==> config.mk <==
export PLATFORM = sky130hd
export DESIGN_NAME = div_controller
export DESIGN_NICKNAME = d
export VERILOG_FILES = /design/src/rtl/cpu_pkg.sv /design/src/rtl/div_step.sv /design/src/rtl/div_controller.sv
export SDC_FILE = /design/constraint.sdc
export NUM_CORES = 1
export LEC_CHECK = 0
export ABC_CLOCK_PERIOD_IN_PS = 3390
export BUFFER_PORTS_ARGS = -buffer_cell sky130_fd_sc_hd__buf_2
export CAP_MARGIN = 20
export CORE_MARGIN = 2
export CORE_UTILIZATION = 54
export DETAILED_ROUTE_END_ITERATION = 8
export PLACE_DENSITY = 0.89
export REMOVE_ABC_BUFFERS = 1
export SLEW_MARGIN = 20
export SYNTH_ARGS = -nofsm -noshare
export SYNTH_HDL_FRONTEND = slang
export SYNTH_SLANG_ARGS = --single-unit
==> constraint.sdc <==
create_clock -name clock -period 3.39 [get_ports clock]
set_input_delay 0.5085 -clock clock [delete_from_list [all_inputs] [get_ports clock]]
set_output_delay 0.5085 -clock clock [all_outputs]
set_load 0.005 [all_outputs]
==> src/rtl/cpu_pkg.sv <==
// Shared CPU definitions used by the divide sequencer and its datapath step.
package cpu_pkg;

  // Default operand/result width of the integer datapath.
  localparam int DIV_WIDTH = 32;

  // Divider sequencer states.
  typedef enum logic [2:0] {
    IDLE,
    LOAD,
    ITER,
    FIXUP,
    DONE
  } div_state_t;

endpackage

==> src/rtl/div_step.sv <==
// One combinational restoring-division step on the partial remainder A,
// the quotient/dividend shift register Q and the divisor magnitude M.
module div_step #(
  parameter int WIDTH = 32
) (
  input  logic [WIDTH:0]   a_i,
  input  logic [WIDTH-1:0] q_i,
  input  logic [WIDTH-1:0] m_i,
  output logic [WIDTH:0]   a_o,
  output logic [WIDTH-1:0] q_o
);

  logic [WIDTH:0] a_sh;
  logic [WIDTH:0] trial;

  // Shift {A,Q} left, try subtracting M, keep or restore depending on the sign.
  always_comb begin
    a_sh  = {a_i[WIDTH-1:0], q_i[WIDTH-1]};
    trial = a_sh - {1'b0, m_i};
    if (trial[WIDTH]) begin
      a_o = a_sh;
      q_o = {q_i[WIDTH-2:0], 1'b0};
    end else begin
      a_o = trial;
      q_o = {q_i[WIDTH-2:0], 1'b1};
    end
  end

endmodule

==> src/rtl/div_controller.sv <==
// Sequencer for the iterative signed restoring divider behind the DIV
// instruction: captures operands, runs WIDTH restoring steps on magnitudes,
// restores signs and presents quotient (LO) and remainder (HI) with a done pulse.
module div_controller
  import cpu_pkg::*;
#(
  parameter int WIDTH = DIV_WIDTH,
  parameter int CNT_W = 6
) (
  input  logic             clock,
  input  logic             reset_n,
  input  logic             start,
  input  logic [WIDTH-1:0] dividend,
  input  logic [WIDTH-1:0] divisor,
  output logic             busy,
  output logic             done,
  output logic [WIDTH-1:0] quotient,
  output logic [WIDTH-1:0] remainder,
  output logic             div_zero
);

  div_state_t       state_q, state_d;
  logic [CNT_W-1:0] count_q, count_d;
  logic             neg_quo_q, neg_quo_d;
  logic             neg_rem_q, neg_rem_d;
  logic [WIDTH-1:0] dvd_q, dvd_d;
  logic [WIDTH-1:0] dvs_q, dvs_d;
  logic [WIDTH:0]   a_q, a_d;
  logic [WIDTH-1:0] q_q, q_d;
  logic [WIDTH-1:0] m_q, m_d;
  logic [WIDTH-1:0] quo_q, quo_d;
  logic [WIDTH-1:0] rem_q, rem_d;
  logic             dz_q, dz_d;

  logic [WIDTH:0]   a_step;
  logic [WIDTH-1:0] q_step;

  div_step #(.WIDTH(WIDTH)) u_step (
    .a_i (a_q),
    .q_i (q_q),
    .m_i (m_q),
    .a_o (a_step),
    .q_o (q_step)
  );

  // Next-state and datapath updates for every state.
  always_comb begin
    // NOTE: every variable gets a default first so no path leaves it unassigned and infers a latch.
    state_d   = state_q;
    count_d   = count_q;
    neg_quo_d = neg_quo_q;
    neg_rem_d = neg_rem_q;
    dvd_d     = dvd_q;
    dvs_d     = dvs_q;
    a_d       = a_q;
    q_d       = q_q;
    m_d       = m_q;
    quo_d     = quo_q;
    rem_d     = rem_q;
    dz_d      = dz_q;
    unique case (state_q)
      IDLE: begin
        if (start) begin
          dvd_d     = dividend;
          dvs_d     = divisor;
          neg_quo_d = dividend[WIDTH-1] ^ divisor[WIDTH-1];
          neg_rem_d = dividend[WIDTH-1];
          dz_d      = 1'b0;
          state_d   = LOAD;
        end
      end
      LOAD: begin
        // Magnitudes are unsigned, so the most negative operand fits as 2^(WIDTH-1).
        a_d     = '0;
        q_d     = dvd_q[WIDTH-1] ? -dvd_q : dvd_q;
        m_d     = dvs_q[WIDTH-1] ? -dvs_q : dvs_q;
        count_d = '0;
        // A zero divisor skips the iterations; FIXUP substitutes the defined result.
        state_d = (dvs_q == '0) ? FIXUP : ITER;
      end
      ITER: begin
        a_d     = a_step;
        q_d     = q_step;
        count_d = count_q + CNT_W'(1);
        if (count_q == CNT_W'(WIDTH - 1)) begin
          state_d = FIXUP;
        end
      end
      FIXUP: begin
        if (m_q == '0) begin
          quo_d = '1;
          rem_d = dvd_q;
          dz_d  = 1'b1;
        end else begin
          quo_d = neg_quo_q ? -q_q : q_q;
          rem_d = neg_rem_q ? -a_q[WIDTH-1:0] : a_q[WIDTH-1:0];
        end
        state_d = DONE;
      end
      DONE: begin
        state_d = IDLE;
      end
      default: begin
        state_d = IDLE;
      end
    endcase
  end

  // State and datapath registers with synchronous active-low reset.
  always_ff @(posedge clock) begin
    // NOTE: non-blocking assignments so every register samples pre-edge values.
    if (!reset_n) begin
      state_q   <= IDLE;
      count_q   <= '0;
      neg_quo_q <= 1'b0;
      neg_rem_q <= 1'b0;
      dvd_q     <= '0;
      dvs_q     <= '0;
      a_q       <= '0;
      q_q       <= '0;
      m_q       <= '0;
      quo_q     <= '0;
      rem_q     <= '0;
      dz_q      <= 1'b0;
    end else begin
      state_q   <= state_d;
      count_q   <= count_d;
      neg_quo_q <= neg_quo_d;
      neg_rem_q <= neg_rem_d;
      dvd_q     <= dvd_d;
      dvs_q     <= dvs_d;
      a_q       <= a_d;
      q_q       <= q_d;
      m_q       <= m_d;
      quo_q     <= quo_d;
      rem_q     <= rem_d;
      dz_q      <= dz_d;
    end
  end

  assign busy      = (state_q == LOAD) || (state_q == ITER) || (state_q == FIXUP);
  assign done      = (state_q == DONE);
  assign quotient  = quo_q;
  assign remainder = rem_q;
  assign div_zero  = dz_q;

endmodule

* Word level (Yosys, flattened, before mapping)
Cells that the tools add are included.
Cells by class: add/subtract/negate cells 6, muxes and demuxes 18, equality and inequality tests 8, bitwise gates (word level) 1, reduce and logical (&&, ||, !) cells 10
Operators with widths (count):
- two-way mux 32 bit | 7
- negation 32 bit | 4
- one-hot mux 32 bit (2 select lines) | 2
- logical NOT 32 bit | 2
- subtractor 33 x 32 -> 33 bit | 1
- one-hot mux 3 bit (4 select lines) | 1
- one-hot mux 6 bit (2 select lines) | 1
- adder 6 x 1 -> 6 bit (second input constant) | 1
- == test 3 x 2 -> 1 bit (second input constant) | 2
- == test 6 x 5 -> 1 bit (second input constant) | 1
- two-way mux 3 bit | 2
- != test 2 bit (second input constant) | 3
- two-way mux 1 bit | 4
- AND reduction 2 bit | 2
- nonzero test 2 bit | 2
- == test 3 x 1 -> 1 bit (second input constant) | 1
- == test 3 bit (second input constant) | 1
- logical NOT 3 bit | 1
- AND reduction 3 bit | 1
- logical OR 1 bit | 2
- one-hot mux 1 bit (2 select lines) | 1
- XOR 1 bit | 1
Word-level totals: output and inout port bits 67, word-level logic and storage cells 55, register bits after elaboration 236

* Depth between registers and ports, before layout
depth after elaboration 3, mapped depth 14

* By module
From an unflattened synthesis, not the netlist that was laid out.
Unflattened totals: cells, all modules 1746, area, all modules 13704.4 µm²
By module, submodules not included:
- div_controller | area each 11010.6 µm², sequential area each 4724.5 µm², cells an instance 1359, times used 1
- div_step | area each 2693.8 µm², sequential area each 0.0 µm², cells an instance 387, times used 1

* Worst setup path after synthesis
Ideal clock, no wire load.
path type flip-flop to flip-flop, start register q_q[31], end register a_q[10], buffers on the path 2, path slack 0.207 ns, cell stages (with the launch flop) 15, data arrival time 3.054 ns, cell sequence dfxtp_1 > inv_1 > ha_1 > fa_1 > nand2b_1 > a21oi_1 > o41a_1 > a41oi_1 > a21o_1 > a211o_1 > o211ai_1 > buf_2 > buf_2 > mux2i_1 > o21ai_0
On the way: longest elaborated chain between the ends 3
RTL lines:
- start: declaration | RTL line div_controller.sv:29 | logic [WIDTH-1:0] q_q, q_d;
- start signal: assignment | RTL line div_controller.sv:133 | q_q <= q_d;
- subtractor 33 x 32 -> 33 bit | RTL line div_step.sv:19 | trial = a_sh - {1'b0, m_i};
- two-way mux 32 bit | RTL line div_step.sv:20 | if (trial[WIDTH]) begin
- one-hot mux 32 bit (2 select lines) | RTL line div_controller.sv:61 | unique case (state_q)
- end signal: assignment | RTL line div_controller.sv:119 | a_q <= '0;
- end signal: assignment | RTL line div_controller.sv:132 | a_q <= a_d;
- end: declaration | RTL line div_controller.sv:28 | logic [WIDTH:0] a_q, a_d;
No other way between the ends. A chain may end at the register's enable or synchronous reset.

* Worst setup path after layout
start register q_q[31], end register a_q[20]
Same word-level chain as after synthesis.

==> results.md <==
- Worst slack, placed: roughly 120 ps
- Worst r2r src: q_q[31]$_SDFFE_PN0P_
- Register area share after synthesis: 0.348
- Count of mapped cells out of synthesis: 1693
- Dominant register cell in the synthesized netlist: sky130_fd_sc_hd__dfxtp_1
- Post-route cell area: 0.0155 sq mm
- Number of global-route vias before repair: 11.8k
- Sort of element at the start of the critical path: flop
- Clock transition time at the flip-flop clock pins of the worst setup and hold paths: 60 ps
- Routed vias: 12.5k
- Via density per instance: between 5 and 6
- Wire length of the first global-routing pass: 56.7 mm
- Count of nets after finishing: 1879
- Stages on the worst setup path: 13
- Endpoint of the worst-slack reg-to-reg timing path: a_q[20]$_SDFFE_PN0P_
- Total grt overflow: 0
- Wire length per cell: approximately 17 um
- Most numerous cell in the Yosys netlist: sky130_fd_sc_hd__nand2_1
- Clk sink count: ~240
- Worst-case headroom to the max-slew limit: 0.268
- Number of warning messages in the yosys log: 0
- Area contributors post-synth: sky130_fd_sc_hd__dfxtp_1 35%, sky130_fd_sc_hd__nand2_1 8.1%, sky130_fd_sc_hd__o21ai_0 5.9%, sky130_fd_sc_hd__xor2_1 5.2%, sky130_fd_sc_hd__a21boi_0 4.4%
- Hold_buf cts: 0
- Worst ir drop on vdd: 0.392 mV
- Reg2reg path depth: 13
- Placed wire-length estimate after detailed placement: 24.9 mm
- Number of buffers inserted to repair setup after CTS: 0
- DIE AREA: ~0.026 sq mm
- Hold Path Class: input port to flop
- Cell leakage power: 0.00656 uW
- Slew at the pin with the worst max-slew slack: 1100 ps
- Initial antenna violation count: 0
- Clock buffer count from CTS: 27
- Yosys top cell area share: 0.348
- Crit path capture type: flop
- Cell area power density: 604 mW/mm^2
- Post-route fraction of the period consumed by the critical path: 0.961
- RSZ-0062 raised after global routing: true
- Arrival @ worst endpoint: 3690 ps
- Highest clock rate: 307 MHz
- Crit Path Category: flop to flop
- Fraction of registers with async set or reset after synthesis: 0
- Worst path slowest cell: sky130_fd_sc_hd__fa_1
- Min Clock Period, post-route: 3260 ps
- Final Max Slew Viols: 0
- Share of post-route cells with drive strength above 1: 0.139
- Most instantiated cells after synthesis: 291 x sky130_fd_sc_hd__nand2_1, 235 x sky130_fd_sc_hd__dfxtp_1, 159 x sky130_fd_sc_hd__o21ai_0
- Number of flops mapped to enable cells by yosys: 0
- Flops & latches, synth: 235
- Floorplan core area: 0.0245 sq mm
- CTS Buffer Depth: 3
- All-Layer GR Usage: 0.259
- I/O Pins: 134
- Initial Util: 0.553
- Die height: 162 um
- Number of failing hold endpoints at the final stage: 0
- Req. time, crit path: 3820 ps
- CTS tree: yes
- Biggest area consumer among synthesized cells: sky130_fd_sc_hd__dfxtp_1
- Final worst setup slack: 132 ps
- Category of cells accounting for the largest share of critical-path delay: compound AO/OA/AOI/OAI gates
- DRC violations left: 0
- Endpoints failing setup: 0
- Buffer and inverter count on the worst path: 2
- Number of antenna cells inserted: 0
- Average cell area after synthesis: 7.99 sq um
- Maxcap violations: 0
- Final worst hold slack: 209 ps
- Startpoint of the most critical setup path: q_q[31]$_SDFFE_PN0P_
- Final worst clock skew: 18.7 ps
- H-tree depth reported by CTS: 1
- Worst stage delay on the critical path: 400 ps
- Distinct cells, synth: 71
- Area Growth Syn to Fin: 14.5%
- Combined area of all synthesized cells: 0.0135 sq mm
- Width of the chip: 162 um
- Total number of placement rows: 57
- Result of the run: finished, final reports clean
- Crit path max fanout: 38
- Number of nets with antenna violations after routing: 0
- Overall routed net length: around 35 mm
- Clock root buffer: sky130_fd_sc_hd__clkbuf_16
- Number of search-and-repair iterations in the first detailed-routing pass: 5
- Number of input and output port buffers inserted: 133
- Insertion delay to the later sink of the worst-skew pair: 550 ps
- Minimum setup slack among reg-to-reg paths: around 130 ps
- Critical path destination: a_q[20]$_SDFFE_PN0P_
- List of cells traversed by the critical path: inv_1, ha_1, fa_1, nand2b_1, a21oi_2, o41a_1, a41oi_2, a21o_1, a211o_1, o211ai_1, clkbuf_16, mux2i_1, o21ai_0
- Last weighted congestion value of the routability-driven placer: 0.959
- Placement Cell Area: approximately 0.014 sq mm
- Drt initial violations: roughly 1.1k
- Gates resized, CTS repair: 0
- Maximum number of pins on one net before global-route repair: 155
==> through the flow <==
stage	cells	utilization	TNS (ps)	power (uW)
after floorplan	1577	-	-98930	5260
after global placement	2069	0.590	0	5910
after detailed placement	2069	0.590	0	5980
after CTS	2119	0.632	0	9330
after global routing	2119	0.633	-55.4	9790
final	2119	0.633	0	9350
==> final cells by class <==
type,instances,area [sq um]
clock buffer,35,786
clock inverter,15,253
fill,2025,8980
inverter,45,169
multi-input combinational,1297,8210
sequential,235,4700
tap,324,405
timing repair buffer,168,961
==> worst register-to-register path, cell delays in order, from the launching register on <==
cell and delay [ps]:
sky130_fd_sc_hd__dfxtp_1 330, sky130_fd_sc_hd__inv_1 80, sky130_fd_sc_hd__ha_1 230, sky130_fd_sc_hd__fa_1 400, sky130_fd_sc_hd__nand2b_1 210, sky130_fd_sc_hd__a21oi_2 190, sky130_fd_sc_hd__o41a_1 190, sky130_fd_sc_hd__a41oi_2 190
sky130_fd_sc_hd__a21o_1 250, sky130_fd_sc_hd__a211o_1 270, sky130_fd_sc_hd__o211ai_1 120, sky130_fd_sc_hd__clkbuf_16 320, sky130_fd_sc_hd__mux2i_1 260, sky130_fd_sc_hd__o21ai_0 110
==> logic make-up after synthesis <==
kind of cell / count (synthesis) / synth area share
AND/OR/NAND/NOR: 545 / 0.189
AO/OA/AOI/OAI: 544 / 0.266
flip-flops: 235 / 0.348
buffers and inverters: 161 / 0.0476
XOR/XNOR: 139 / 0.0901
adder cells (fa/ha/maj): 38 / 0.0357
multiplexers: 31 / 0.0230
==> layout by cell type (no fill, tap or decap), types with 6 or more instances in the layout <==
master,instances
sky130_fd_sc_hd__nand2_1,291
sky130_fd_sc_hd__dfxtp_1,235
sky130_fd_sc_hd__o21ai_0,159
sky130_fd_sc_hd__buf_2,132
sky130_fd_sc_hd__a21oi_1,91
sky130_fd_sc_hd__xor2_1,81
sky130_fd_sc_hd__a21boi_0,80
sky130_fd_sc_hd__nor2_1,60
sky130_fd_sc_hd__xnor2_1,58
sky130_fd_sc_hd__inv_1,45
sky130_fd_sc_hd__ha_1,37
sky130_fd_sc_hd__buf_4,34
sky130_fd_sc_hd__o31ai_1,33
sky130_fd_sc_hd__mux2i_1,30
sky130_fd_sc_hd__nor2b_1,29
sky130_fd_sc_hd__clkbuf_16,28
sky130_fd_sc_hd__nand3_1,27
sky130_fd_sc_hd__a22oi_1,26
sky130_fd_sc_hd__o211a_1,25
sky130_fd_sc_hd__and2_1,22
sky130_fd_sc_hd__nor4_1,21
sky130_fd_sc_hd__a211oi_1,20
sky130_fd_sc_hd__a21o_1,17
sky130_fd_sc_hd__nor3_1,16
sky130_fd_sc_hd__or4_1,16
sky130_fd_sc_hd__o41ai_1,14
sky130_fd_sc_hd__o211ai_1,12
sky130_fd_sc_hd__or3_1,11
sky130_fd_sc_hd__a31oi_1,11
sky130_fd_sc_hd__nand2b_1,9
sky130_fd_sc_hd__o21a_1,9
sky130_fd_sc_hd__nand4_1,9
sky130_fd_sc_hd__clkbuf_8,8
sky130_fd_sc_hd__a22o_1,6
sky130_fd_sc_hd__bufinv_16,6
==> worst min-delay path by stage <==
stage,startpoint,to,slack (ps),cells past startpoint
2_1_floorplan,count_q[3]$_SDFFE_PN0P_,count_q[3]$_SDFFE_PN0P_,440,1
3_3_place_gp,remainder[3]$_SDFFE_PN0P_,remainder[3]$_SDFFE_PN0P_,450,2
3_5_place_dp,count_q[3]$_SDFFE_PN0P_,count_q[3]$_SDFFE_PN0P_,470,1
4_1_cts,dividend[28],dvd_q[28]$_SDFFE_PN0P_,200,3
5_1_grt,dividend[4],dvd_q[4]$_SDFFE_PN0P_,220,3
6_report,divisor[7],dvs_q[7]$_SDFFE_PN0P_,210,3
==> sequential cells by signal, indices dropped and copies added (netlist names), 3 cells and up <==
signal and flops:
dvs_q 32, m_q 32, remainder 32, dvd_q 31
count_q 6, a_q 32, quotient 32, state_q 3
q_q 32
==> power by group <==
part	leakage [uW]	switching, uW	internal [uW]
logic	0.00414	1630	1200
clock network	0.000515	1230	2100
registers	0.00191	238	2940
==> metal layers <==
layer	part of all wire	vias up	GRT usage
met2	0.46	396	0.439
li1	-	6170	-
met4	0.037	0	0.100
met1	0.44	5835	0.334
met3	0.060	92	0.0347
met5	0	-	0
Note: power is estimated with default switching activity, not from simulation.
